File: src/rtl/pi_hbridge_ctrl.sv
// pi_hbridge_ctrl: three-stage PI controller (error, P/I terms, shift+clamp)
// driving a direction-aware H-bridge PWM with dead-time on reversals.
module pi_hbridge_ctrl #(
   parameter int DATA_W   = 12,
   parameter int GAIN_W   = 8,
   parameter int SHIFT    = 4,
   parameter int PWM_W    = 8,
   parameter int DEADTIME = 4,
   parameter int INT_W    = DATA_W + GAIN_W + 4
) (
   input  logic              clk,
   input  logic              reset_n,
   input  logic              enable,
   input  logic              sp_valid,
   input  logic [DATA_W-1:0] sp_data,
   input  logic              meas_valid,
   input  logic [DATA_W-1:0] meas_data,
   input  logic [GAIN_W-1:0] kp,
   input  logic [GAIN_W-1:0] ki,
   output logic              pwm_a,
   output logic              pwm_b,
   output logic [PWM_W-1:0]  duty,
   output logic              dir,
   output logic              sat
);

   localparam int ERR_W = DATA_W + 1;
   localparam int P_W   = ERR_W + GAIN_W + 1;
   localparam int SUM_W = INT_W + 1;

   // Integrator limits +/-(2**(INT_W-1)-1) and output limits +/-(2**PWM_W-1)
   localparam logic signed [SUM_W-1:0] I_MAX = {2'b00, {(INT_W-1){1'b1}}};
   localparam logic signed [SUM_W-1:0] I_MIN = {2'b11, {(INT_W-2){1'b0}}, 1'b1};
   localparam logic signed [SUM_W-1:0] S_MAX = {{(SUM_W-PWM_W){1'b0}}, {PWM_W{1'b1}}};
   localparam logic signed [SUM_W-1:0] S_MIN = {{(SUM_W-PWM_W){1'b1}}, {(PWM_W-1){1'b0}}, 1'b1};

   localparam logic [1:0] ST_IDLE  = 2'd0;
   localparam logic [1:0] ST_RUN_A = 2'd1;
   localparam logic [1:0] ST_RUN_B = 2'd2;
   localparam logic [1:0] ST_DEAD  = 2'd3;

   logic [DATA_W-1:0]       sp_q;
   logic signed [ERR_W-1:0] err_q;
   logic                    s1_valid;
   logic                    s2_valid;
   logic signed [P_W-1:0]   p_q;
   logic signed [INT_W-1:0] integ;
   logic [PWM_W-1:0]        mag_next;
   logic                    dir_next;
   logic [PWM_W-1:0]        cnt;
   logic [1:0]              state;

   logic signed [GAIN_W:0]  kp_s;
   logic signed [GAIN_W:0]  ki_s;
   logic signed [P_W-1:0]   p_calc;
   logic signed [P_W-1:0]   i_incr;
   logic signed [SUM_W-1:0] i_sum;
   logic signed [INT_W-1:0] i_clamped;
   logic                    i_hold;
   logic signed [SUM_W-1:0] pi_sum;
   logic signed [SUM_W-1:0] s_shift;
   logic                    s_clip;
   logic [PWM_W-1:0]        s_mag;
   logic                    wrap;

   assign kp_s    = $signed({1'b0, kp});
   assign ki_s    = $signed({1'b0, ki});
   assign p_calc  = P_W'(err_q) * P_W'(kp_s);
   assign i_incr  = P_W'(err_q) * P_W'(ki_s);
   assign i_sum   = SUM_W'(integ) + SUM_W'(i_incr);
   assign i_hold  = sat & (err_q[ERR_W-1] == dir_next);
   assign pi_sum  = SUM_W'(p_q) + SUM_W'(integ);
   assign s_shift = pi_sum >>> SHIFT;
   assign wrap    = &cnt;

   // Saturate the integrator candidate to its symmetric limits
   always_comb begin
      i_clamped = INT_W'(i_sum);
      if (i_sum > I_MAX) begin
         i_clamped = I_MAX[INT_W-1:0];
      end else if (i_sum < I_MIN) begin
         i_clamped = I_MIN[INT_W-1:0];
      end
   end

   // Clamp the shifted PI sum and take its magnitude for the PWM stage
   always_comb begin
      s_clip = (s_shift > S_MAX) || (s_shift < S_MIN);
      s_mag  = s_shift[PWM_W-1:0];
      if (s_clip) begin
         s_mag = {PWM_W{1'b1}};
      end else if (s_shift[SUM_W-1]) begin
         s_mag = PWM_W'(-s_shift);
      end
   end

   // Setpoint register; loads regardless of enable so a host can preload it
   always_ff @(posedge clk or negedge reset_n) begin
      if (!reset_n) begin
         sp_q <= '0;
      end else if (sp_valid) begin
         sp_q <= sp_data;
      end
   end

   // Stage 1: signed error against the setpoint held before this cycle
   always_ff @(posedge clk or negedge reset_n) begin
      if (!reset_n) begin
         s1_valid <= 1'b0;
         err_q    <= '0;
      end else if (!enable) begin
         s1_valid <= 1'b0;
      end else begin
         s1_valid <= meas_valid;
         if (meas_valid) begin
            err_q <= $signed({1'b0, sp_q}) - $signed({1'b0, meas_data});
         end
      end
   end

   // Stage 2: proportional product and integrator with anti-windup freeze
   always_ff @(posedge clk or negedge reset_n) begin
      if (!reset_n) begin
         s2_valid <= 1'b0;
         p_q      <= '0;
         integ    <= '0;
      end else if (!enable) begin
         s2_valid <= 1'b0;
         integ    <= '0;
      end else begin
         s2_valid <= s1_valid;
         if (s1_valid) begin
            p_q <= p_calc;
            if (!i_hold) begin
               integ <= i_clamped;
            end
         end
      end
   end

   // Stage 3: pending magnitude/direction; a zero result keeps the old direction
   always_ff @(posedge clk or negedge reset_n) begin
      if (!reset_n) begin
         mag_next <= '0;
         dir_next <= 1'b0;
         sat      <= 1'b0;
      end else if (!enable) begin
         mag_next <= '0;
         sat      <= 1'b0;
      end else if (s2_valid) begin
         mag_next <= s_mag;
         sat      <= s_clip;
         if (s_shift != '0) begin
            dir_next <= s_shift[SUM_W-1];
         end
      end
   end

   // Free-running PWM counter, keeps counting while disabled
   always_ff @(posedge clk or negedge reset_n) begin
      if (!reset_n) begin
         cnt <= '0;
      end else begin
         cnt <= cnt + 1'b1;
      end
   end

   // Bridge FSM: duty/dir change only at the period boundary, reversals pass through DEAD
   always_ff @(posedge clk or negedge reset_n) begin
      if (!reset_n) begin
         state <= ST_IDLE;
         duty  <= '0;
         dir   <= 1'b0;
      end else if (!enable) begin
         state <= ST_IDLE;
         duty  <= '0;
      end else if (wrap) begin
         duty <= mag_next;
         dir  <= dir_next;
         if (state == ST_IDLE || dir_next == dir) begin
            state <= dir_next ? ST_RUN_B : ST_RUN_A;
         end else begin
            state <= ST_DEAD;
         end
      end else if (state == ST_DEAD && cnt == PWM_W'(DEADTIME - 1)) begin
         state <= dir ? ST_RUN_B : ST_RUN_A;
      end
   end

   assign pwm_a = (state == ST_RUN_A) && (cnt < duty);
   assign pwm_b = (state == ST_RUN_B) && (cnt < duty);

endmodule

File: config.mk
export PLATFORM = sky130hd
export DESIGN_NAME = pi_hbridge_ctrl
export DESIGN_NICKNAME = d
export VERILOG_FILES = /design/src/rtl/pi_hbridge_ctrl.sv
export SDC_FILE = /design/constraint.sdc
export NUM_CORES = 1
export LEC_CHECK = 0
export ABC_AREA = 0
export CAP_MARGIN = 20
export CORE_ASPECT_RATIO = 0.75
export CORE_MARGIN = 2
export CORE_UTILIZATION = 55
export DETAILED_ROUTE_END_ITERATION = 12
export GPL_TIMING_DRIVEN = 0
export PLACE_DENSITY = 0.73
export RECOVER_POWER = 25
export SETUP_SLACK_MARGIN = 0.02
export SLEW_MARGIN = 0
export SYNTH_ARGS = -nofsm -noshare
export SYNTH_HDL_FRONTEND = slang
export SYNTH_SLANG_ARGS = --single-unit
File: constraint.sdc
create_clock -name clk -period 7.85 [get_ports clk]
set_input_delay 1.9625 -clock clk [delete_from_list [all_inputs] [get_ports clk]]
set_output_delay 1.9625 -clock clk [all_outputs]
set_load 0.02 [all_outputs]
# --- After elaboration in Yosys (flattened, before gate mapping) ---
# Index checks and enable logic that the tools add are counted.
classes:
  add_sub_neg: 5
  mul: 2
  magnitude_cmp: 5
  n_eq_ne: 11
  mux: 21
  n_bitwise: 1
  reduce_logical: 13
op_table:
  columns: ["operator", "count"]
  rows:
  - ["2-to-1 mux 24 bit", 5]
  - ["2-to-1 mux 8 bit", 6]
  - ["multiplier 13 x 9 -> 22 bit", 2]
  - ["adder 22 x 24 -> 25 bit", 1]
  - ["adder 24 x 22 -> 25 bit", 1]
  - ["> comparator 25 x 24 -> 1 bit, second input constant", 1]
  - ["< comparator 25 x 24 -> 1 bit, second input constant", 1]
  - ["nonzero test 25 bit", 1]
  - ["> comparator 21 x 9 -> 1 bit, second input constant", 1]
  - ["< comparator 21 x 9 -> 1 bit, second input constant", 1]
  - ["subtractor 12 x 12 -> 13 bit", 1]
  - ["2-to-1 mux 2 bit", 6]
  - ["AND reduction 9 bit", 1]
  - ["adder 8 x 1 -> 8 bit, second input constant", 1]
  - ["== test 8 x 2 -> 1 bit, second input constant", 1]
  - ["< comparator 8 bit", 1]
  - ["negation 8 bit", 1]
  - ["AND reduction 8 bit", 1]
  - ["inequality test 2 x 1 -> 1 bit, second input constant", 3]
  - ["AND reduction 2 bit", 3]
  - ["== test 2 bit, second input constant", 2]
  - ["2-to-1 mux 1 bit", 4]
  - ["logical AND 1 bit", 3]
  - ["inequality test 3 x 1 -> 1 bit, second input constant", 1]
  - ["other kinds (7)", 9]
word_totals:
  register_bits: 102
  word_cells: 71

# --- Depth between registers and ports, before layout ---
logic_depth:
  depth_word: 8
  depth_mapped: 26
  ltp_nobuf: 22

# --- Worst setup path after synthesis ---
# OpenSTA, ideal clock, no wires.
synth_path:
  path_type: "input -> register"
  from: "input port ki[0]"
  to: "register integ[13]"
  setup_ns: 0.126
  arrival_time_ns: 8.029
  t_required_ns: 7.724
  slack_ns: -0.305
  stages: 25
  n_path_buf: 3
  path_cell_list: "clkbuf_1 -> nand2_1 -> inv_1 -> fa_1 -> inv_1 -> fa_1 -> inv_1 -> fa_1 -> fa_1 -> inv_1 -> fa_1 -> inv_1 -> ha_1 -> clkbuf_1 -> a21o_1 -> a21oi_1 -> o21a_1 -> nor2_1 -> o41a_1 -> o2111ai_1 -> or4bb_1 -> nand2b_1 -> o211a_1 -> buf_6 -> a221o_1"
synth_between:
  elab_chain_len: 8
  elab_cells_between_ends: 9
  classes_between: "1 x add/sub; 1 x mul; 2 x order compare; 5 x mux"
synth_rtl:
  columns: ["item", "line_no", "text"]
  rows:
  - ["start: declaration", "19", "input logic [GAIN_W-1:0] ki,"]
  - ["multiplier 13 x 9 -> 22 bit (*)", "69", "assign i_incr = P_W'(err_q) * P_W'(ki_s);"]
  - ["adder 24 x 22 -> 25 bit (*)", "70", "assign i_sum = SUM_W'(integ) + SUM_W'(i_incr);"]
  - ["< comparator 25 x 24 -> 1 bit", "81", "end else if (i_sum < I_MIN) begin"]
  - ["2-to-1 mux 24 bit", "81", null]
  - ["2-to-1 mux 24 bit (*)", "79", "if (i_sum > I_MAX) begin"]
  - ["2-to-1 mux 24 bit (*)", "134", "if (!i_hold) begin"]
  - ["2-to-1 mux 24 bit (*)", "132", "if (s1_valid) begin"]
  - ["2-to-1 mux 24 bit (*)", "127", "end else if (!enable) begin"]
  - ["end signal: assignment", "135", "integ <= i_clamped;"]
  - ["end: declaration", "47", "logic signed [INT_W-1:0] integ;"]
# Mark *: on every way between the ends. The rest lies on a longest branch, timed or not. The select of a mux whose other input is x is not followed.
# A chain may end at the register's enable or synchronous reset.

# --- Final worst setup path ---
layout_path:
  from: "input port ki[4]"
  to: "register integ[4]"
# The elaborated chain is that of the path after synthesis.

==> reports/qor.csv <==
metric,value,unit
startpoint_type,input pin,
ys_seq_elements,102,
tightest_slew,3860,ps
dr_wl_met3,3.20,mm
cts_buffer_depth,2,
synth_top_area_share,25.4,%
clk_latency,360,ps
syn_nets,2114,
setup_viol,5,
synth-seq-area-share,16.8,%
nets,2228,
clock-skew-final,13.4,ps
yosysMostFrequentCell,inv_1,
syn-mean-instance-area,8.74,um^2
io_pins,57,
cap_violations,2,
regArea,2550,um^2
synth_warnings,0,
firstDrtPassIters,6,
io_buffers,56,
pre_cts_ws,-1220,ps
cts-root-buf,clkbuf_16,
nFillCells,2265,
hp-class,register to register,
vias_per_cell,5.76,
cts_tree,done,
ant_nets,0,
fin_tns_setup,-132,ps
die_h,148,um
synthTopCellsByCount,"316 x inv_1, 192 x fa_1, 180 x nand2_1, 143 x ha_1, 132 x and2_1",
vias,12684,
dp_hpwl,32.4,mm
met2WireLength,18.1,mm
cp.arrival,8140,ps
cts.htree.levels,3,
start_util,56.0,%
gp_congestion,0.940,
grt_pass1_vias,12493,
grt_pass1_wl,66.2,mm
finalCriticalPeriod,7890,ps
synth_area_leaders,"fa_1 25%, dfrtp_1 17%, ha_1 12%, inv_1 7.8%, and2_1 5.4%",
slew_headroom,-157,%
area_growth,14.3,%
diodes,0,
hold_violations,0,
async_flop_share,100,%
cts_buffers,9,
status,"finished, violations left",
synth_area_leader_cell,fa_1,
path_max_fanout,6,
drt-initial-drc-count,1088,
crit_type,input pin to register,
synth_edf_count,0,
hold_buffers,0,
track_usage,29.2,%
met1_length,19.2,mm
rsz0062_at_grt,yes,
cp_data_required_time,8100,ps
clock-sinks,102,
grt_max_degree,71,
slew_viol_final,105,
clkTransAtPathRegs,80,ps
routed_wl,41.5,mm
wl_per_cell,18.8,um
failed_checks,"capacitance limit, slew limit, setup timing",
synth.distinct_cells,78,
antenna_found_initial,0,
crit_path_end_kind,register,
core-area,27100,um^2
die_area,28900,um^2
row_count,52,
drive_gt1_share,10.4,%
min_period_over_period,101,%
chipWidth,196,um
post-route-drc-count,0,
ys.flop_type,dfrtp_1,
multi_input_area,11500,um^2
clock.fmax,127,MHz
fin_hold_ws,504,ps
grt_overflow,0,
syn-cell-area,15200,um^2
synth_cells,1734,
maxUsedRoutingLayer,met4,
setup_slack,-40.0,ps
-- state kept, by name, summed over array words and instances (netlist names) --
register  count
integ        24
p_q          22
err_q        13
sp_q         12
cnt           8
duty          8
mag_next      8
state         2
dir           1
dir_next      1
s1_valid      1
s2_valid      1
sat           1
-- cells in the final DEF (no fill, tap or decap), types with 9 or more instances in the layout --
cell type / instances
inv_1: 301
fa_1: 187
nand2_1: 169
ha_1: 134
and2_1: 126
dfrtp_1: 102
o21ai_0: 81
a21oi_1: 67
clkbuf_1: 47
nor2_1: 47
clkdlybuf4s50_1: 47
buf_4: 41
xor2_1: 33
xnor2_1: 29
a21o_1: 25
nand3_1: 24
nor3_1: 19
o211ai_1: 16
inv_2: 15
mux2_2: 15
a31oi_1: 14
a22o_1: 14
a21boi_0: 14
o21a_1: 12
and3_1: 11
clkbuf_16: 11
nand2b_1: 10
or2_2: 9
nand4_1: 9
nor4_1: 9
-- what timing repair did --
action,in CTS,in global routing
setup buffers,30,11
setup endpoints to repair,23,23
cloned,4,2
pin swaps,47,13
resized for setup,93,38
-- cells by family (layout without fill, tap and decap cells) --
group / Yosys count / in the layout / synth area share [%]
AO/OA/AOI/OAI: 342 / 342 / 15.0
adder cells (fa/ha/maj): 335 / 335 / 37.2
XOR/XNOR: 63 / 63 / 3.64
buffers and inverters: 383 / 500 / 9.58
multiplexers: 16 / 16 / 1.18
AND/OR/NAND/NOR: 493 / 494 / 16.6
flip-flops: 102 / 102 / 16.8
-- worst paths after layout --
check                                end  startpoint  slack [ps]  cells past startpoint
worst min-delay path              cnt[0]      cnt[0]         500                      1
worst max register to register  integ[4]   err_q[12]         400                     25
min in group asynchronous         cnt[0]     reset_n        2140                      1
worst max-delay path            integ[4]       ki[4]         -40                     25
worst min register to register    cnt[0]      cnt[0]         500                      1
max in group asynchronous         p_q[1]     reset_n        1230                      2
-- metrics by stage --
| stage | cell area (um^2) | utilization, % | std cells |
|---|---|---|---|
| after floorplan | 15400 | - | 1734 |
| after global placement | 16400 | 60.5 | 2141 |
| after detailed placement | 16400 | 60.6 | 2142 |
| after CTS | 17100 | 63.3 | 2190 |
| after global routing | 17300 | 64.0 | 2203 |
| final | 17300 | 64.0 | 2203 |
-- layout make-up --
| cell class | instances | area share, % |
|---|---|---|
| Buffer | 65 | 2.33 |
| Clock buffer | 9 | 1.30 |
| Clock inverter | 6 | 0.433 |
| Inverter | 317 | 6.87 |
| Multi-Input combinational cell | 1250 | 66.3 |
| Sequential cell | 102 | 14.7 |
| Tap cell | 351 | 2.54 |
| Timing Repair Buffer | 103 | 5.45 |
-- per-layer routing --
metal	GRT usage, %	vias up
met5	0	-
met1	43.5	6208
li1	-	5900
met3	4.97	70
met2	44.4	506
met4	7.58	0
-- worst max-delay path, stage by stage --
cell and delay (ps):
buf_6 110, buf_8 130, buf_4 130, buf_4 130, and2_4 160, fa_2 530, fa_1 450, fa_2 500
fa_1 540, inv_2 70, fa_1 550, inv_2 50, ha_4 200, clkbuf_8 130, a21o_4 200, a21oi_2 140
o21a_1 140, nor2_2 50, o41a_1 440, or3_4 380, a2111oi_4 310, nand2_2 120, o211a_4 290, buf_6 120
a221o_1 310
Power is left out: the tool's default activity adds up to more than one toggle a clock period on the data nets, which glitch-free logic cannot reach.
==> patch: new RTL, same settings <==
Change the parameter `GAIN_W` from 8 to 6.
--- a/src/rtl/pi_hbridge_ctrl.sv
+++ b/src/rtl/pi_hbridge_ctrl.sv
@@ -3,5 +3,5 @@
 module pi_hbridge_ctrl #(
    parameter int DATA_W   = 12,
-   parameter int GAIN_W   = 8,
+   parameter int GAIN_W   = 6,
    parameter int SHIFT    = 4,
    parameter int PWM_W    = 8,
Ports: changed (resized ki and kp); port bits go from 57 to 53. No check against the original RTL was run, so the function may have changed too.
==> patch against the unedited design <==
  * The run ends with capacitance limit, slew limit left
  * Setup slack better by 0.24 ns
  * Final cell count shrank 17%
  * Sequential cell count shrank 4
  * First-iteration DRC count down 29%
  * Wire length down 25%
  * Area after synthesis decreased by 16%
  * Final area is 19% lower
  * Non-clock buffer count fell by 65
  * Via count shrank 21%
  * Sequential share of layout area increased by 2.8 points
Power is left out: the tool's default activity adds up to more than one toggle a clock period on the data nets, which glitch-free logic cannot reach.
==> patch: results <==
run_status:
  status: "complete, but fails checks"
  violations: "capacitance limit, slew limit"
critical_path:
  timing.rr.end: "integ[8]$_DFFE_PN0P_"
  worstSetupEndpoint: "integ[12]$_DFFE_PN0P_"
  cpLargestDelayFamily: "adder cells"
  rrSetupSlack_ns: 1.12
  reg2reg_depth: 19
  regToRegStartpoint: "err_q[12]$_DFFE_PN0P_"
  cp_slowest_cell: "or4_1"
  cp_max_fo: 10
  cp-startpoint: "ki[4]"
  crit_arrival_ns: 7.91
timing:
  slew_headroom_pct: -110
  whs_ns: 0.496
  fin_ws_ns: 0.199
  finClkSkew_ns: 0.0135
  slew_violations: 54
hold_path:
  min-delay-start: "p_q[5]$_DFFE_PN0P_"
  min_path_cells: 2
  min_to: "p_q[5]$_DFFE_PN0P_"
clocking:
  cts_hold_buf: 0
  ctsResizeCount: 23
  cts_max_path_buffers: 2
  cts_buffers: 9
  clkTransAtPathRegs_ns: 0.08
  cts_setup_buffers: 1
  cts_root_buffer: "clkbuf_16"
  clkLatencyLatePin_ns: 0.37
final_layout:
  nets: 1823
  drive_above_1_share_pct: 5.39
  reg_top3: "integ x22, p_q x20, err_q x13"
  nFillCells: 1968
  final_cell_area_um2: 14000
  n_antenna_cell: 0
place:
  finalWeightedCongestion: 0.918
  io_buffer_count: 51
  detailed_place_hpwl_um: 25800
  pre_cts_slack_ns: -1.15
detailed_routing:
  drt_iter0_drc: 775
  dr.pass1.iters: 5
  viasPerCell: 5.53
  drt_wl_total_um: 31000
  drt-wirelength-per-cell_um: 17.1
logic_synthesis:
  syn_inst: 1450
  synthTopCellsByArea: "fa_1 (22%), dfrtp_1 (19%), ha_1 (13%)"
  yosysWarnings: 0
  async_reset_ff_share_pct: 100
  syn-num-nets: 1758
  yosys.cell_types.count: 80
  synth_top_flop_cell: "dfrtp_1"
  synth_common_cells: "inv_1 (247), nand2_1 (184), fa_1 (138)"
  ys_seq_area_share_pct: 19.3
grt:
  grt_pass1_wl_um: 51800
  track_usage_pct: 26.8
  grt_max_degree: 55
  grt_antenna_before_repair: 0
  grt_pass1_vias: 10216
job:
  maxCapViolCount: 1
## patch: cell types whose count changed after synthesis, sizes merged, moves of 8 or more
cell	delta
a21boi	-10
and2	-45
clkbuf	-15
fa	-54
ha	-14
inv	-69
o211ai	-11
o21ai	-15
xnor2	+8
## patch: cell families after synthesis
group,after synthesis,synth area share (%)
simple gates,425,16.4
mux,17,1.50
xor+xnor,72,5.02
flops,98,19.3
buf+inv,296,8.77
fa+ha+maj,271,34.8
compound gates,271,14.2
## patch: per-layer routing
layer  GRT usage, %  wire length, um
met1           39.0            15100
met2           40.4            12900
met3           5.94             2180
met4           7.77              877
met5              0                0
## patch: tightest hold or removal path, delay by kind of cell, from the launching register on
family	cells	cell delay, ns
compound gates	1	0.06
simple gates	1	0.05
flops	1	0.35
## patch: layout make-up
cell class              count  area share (%)
clock buffers               9            1.61
inverters                 247            6.61
flip-flops and latches     98            17.5
multi-input cells        1056            65.6
plain buffers              49            1.65
clock inverters             7           0.580
repair buffers             54            3.80
well taps                 300            2.68
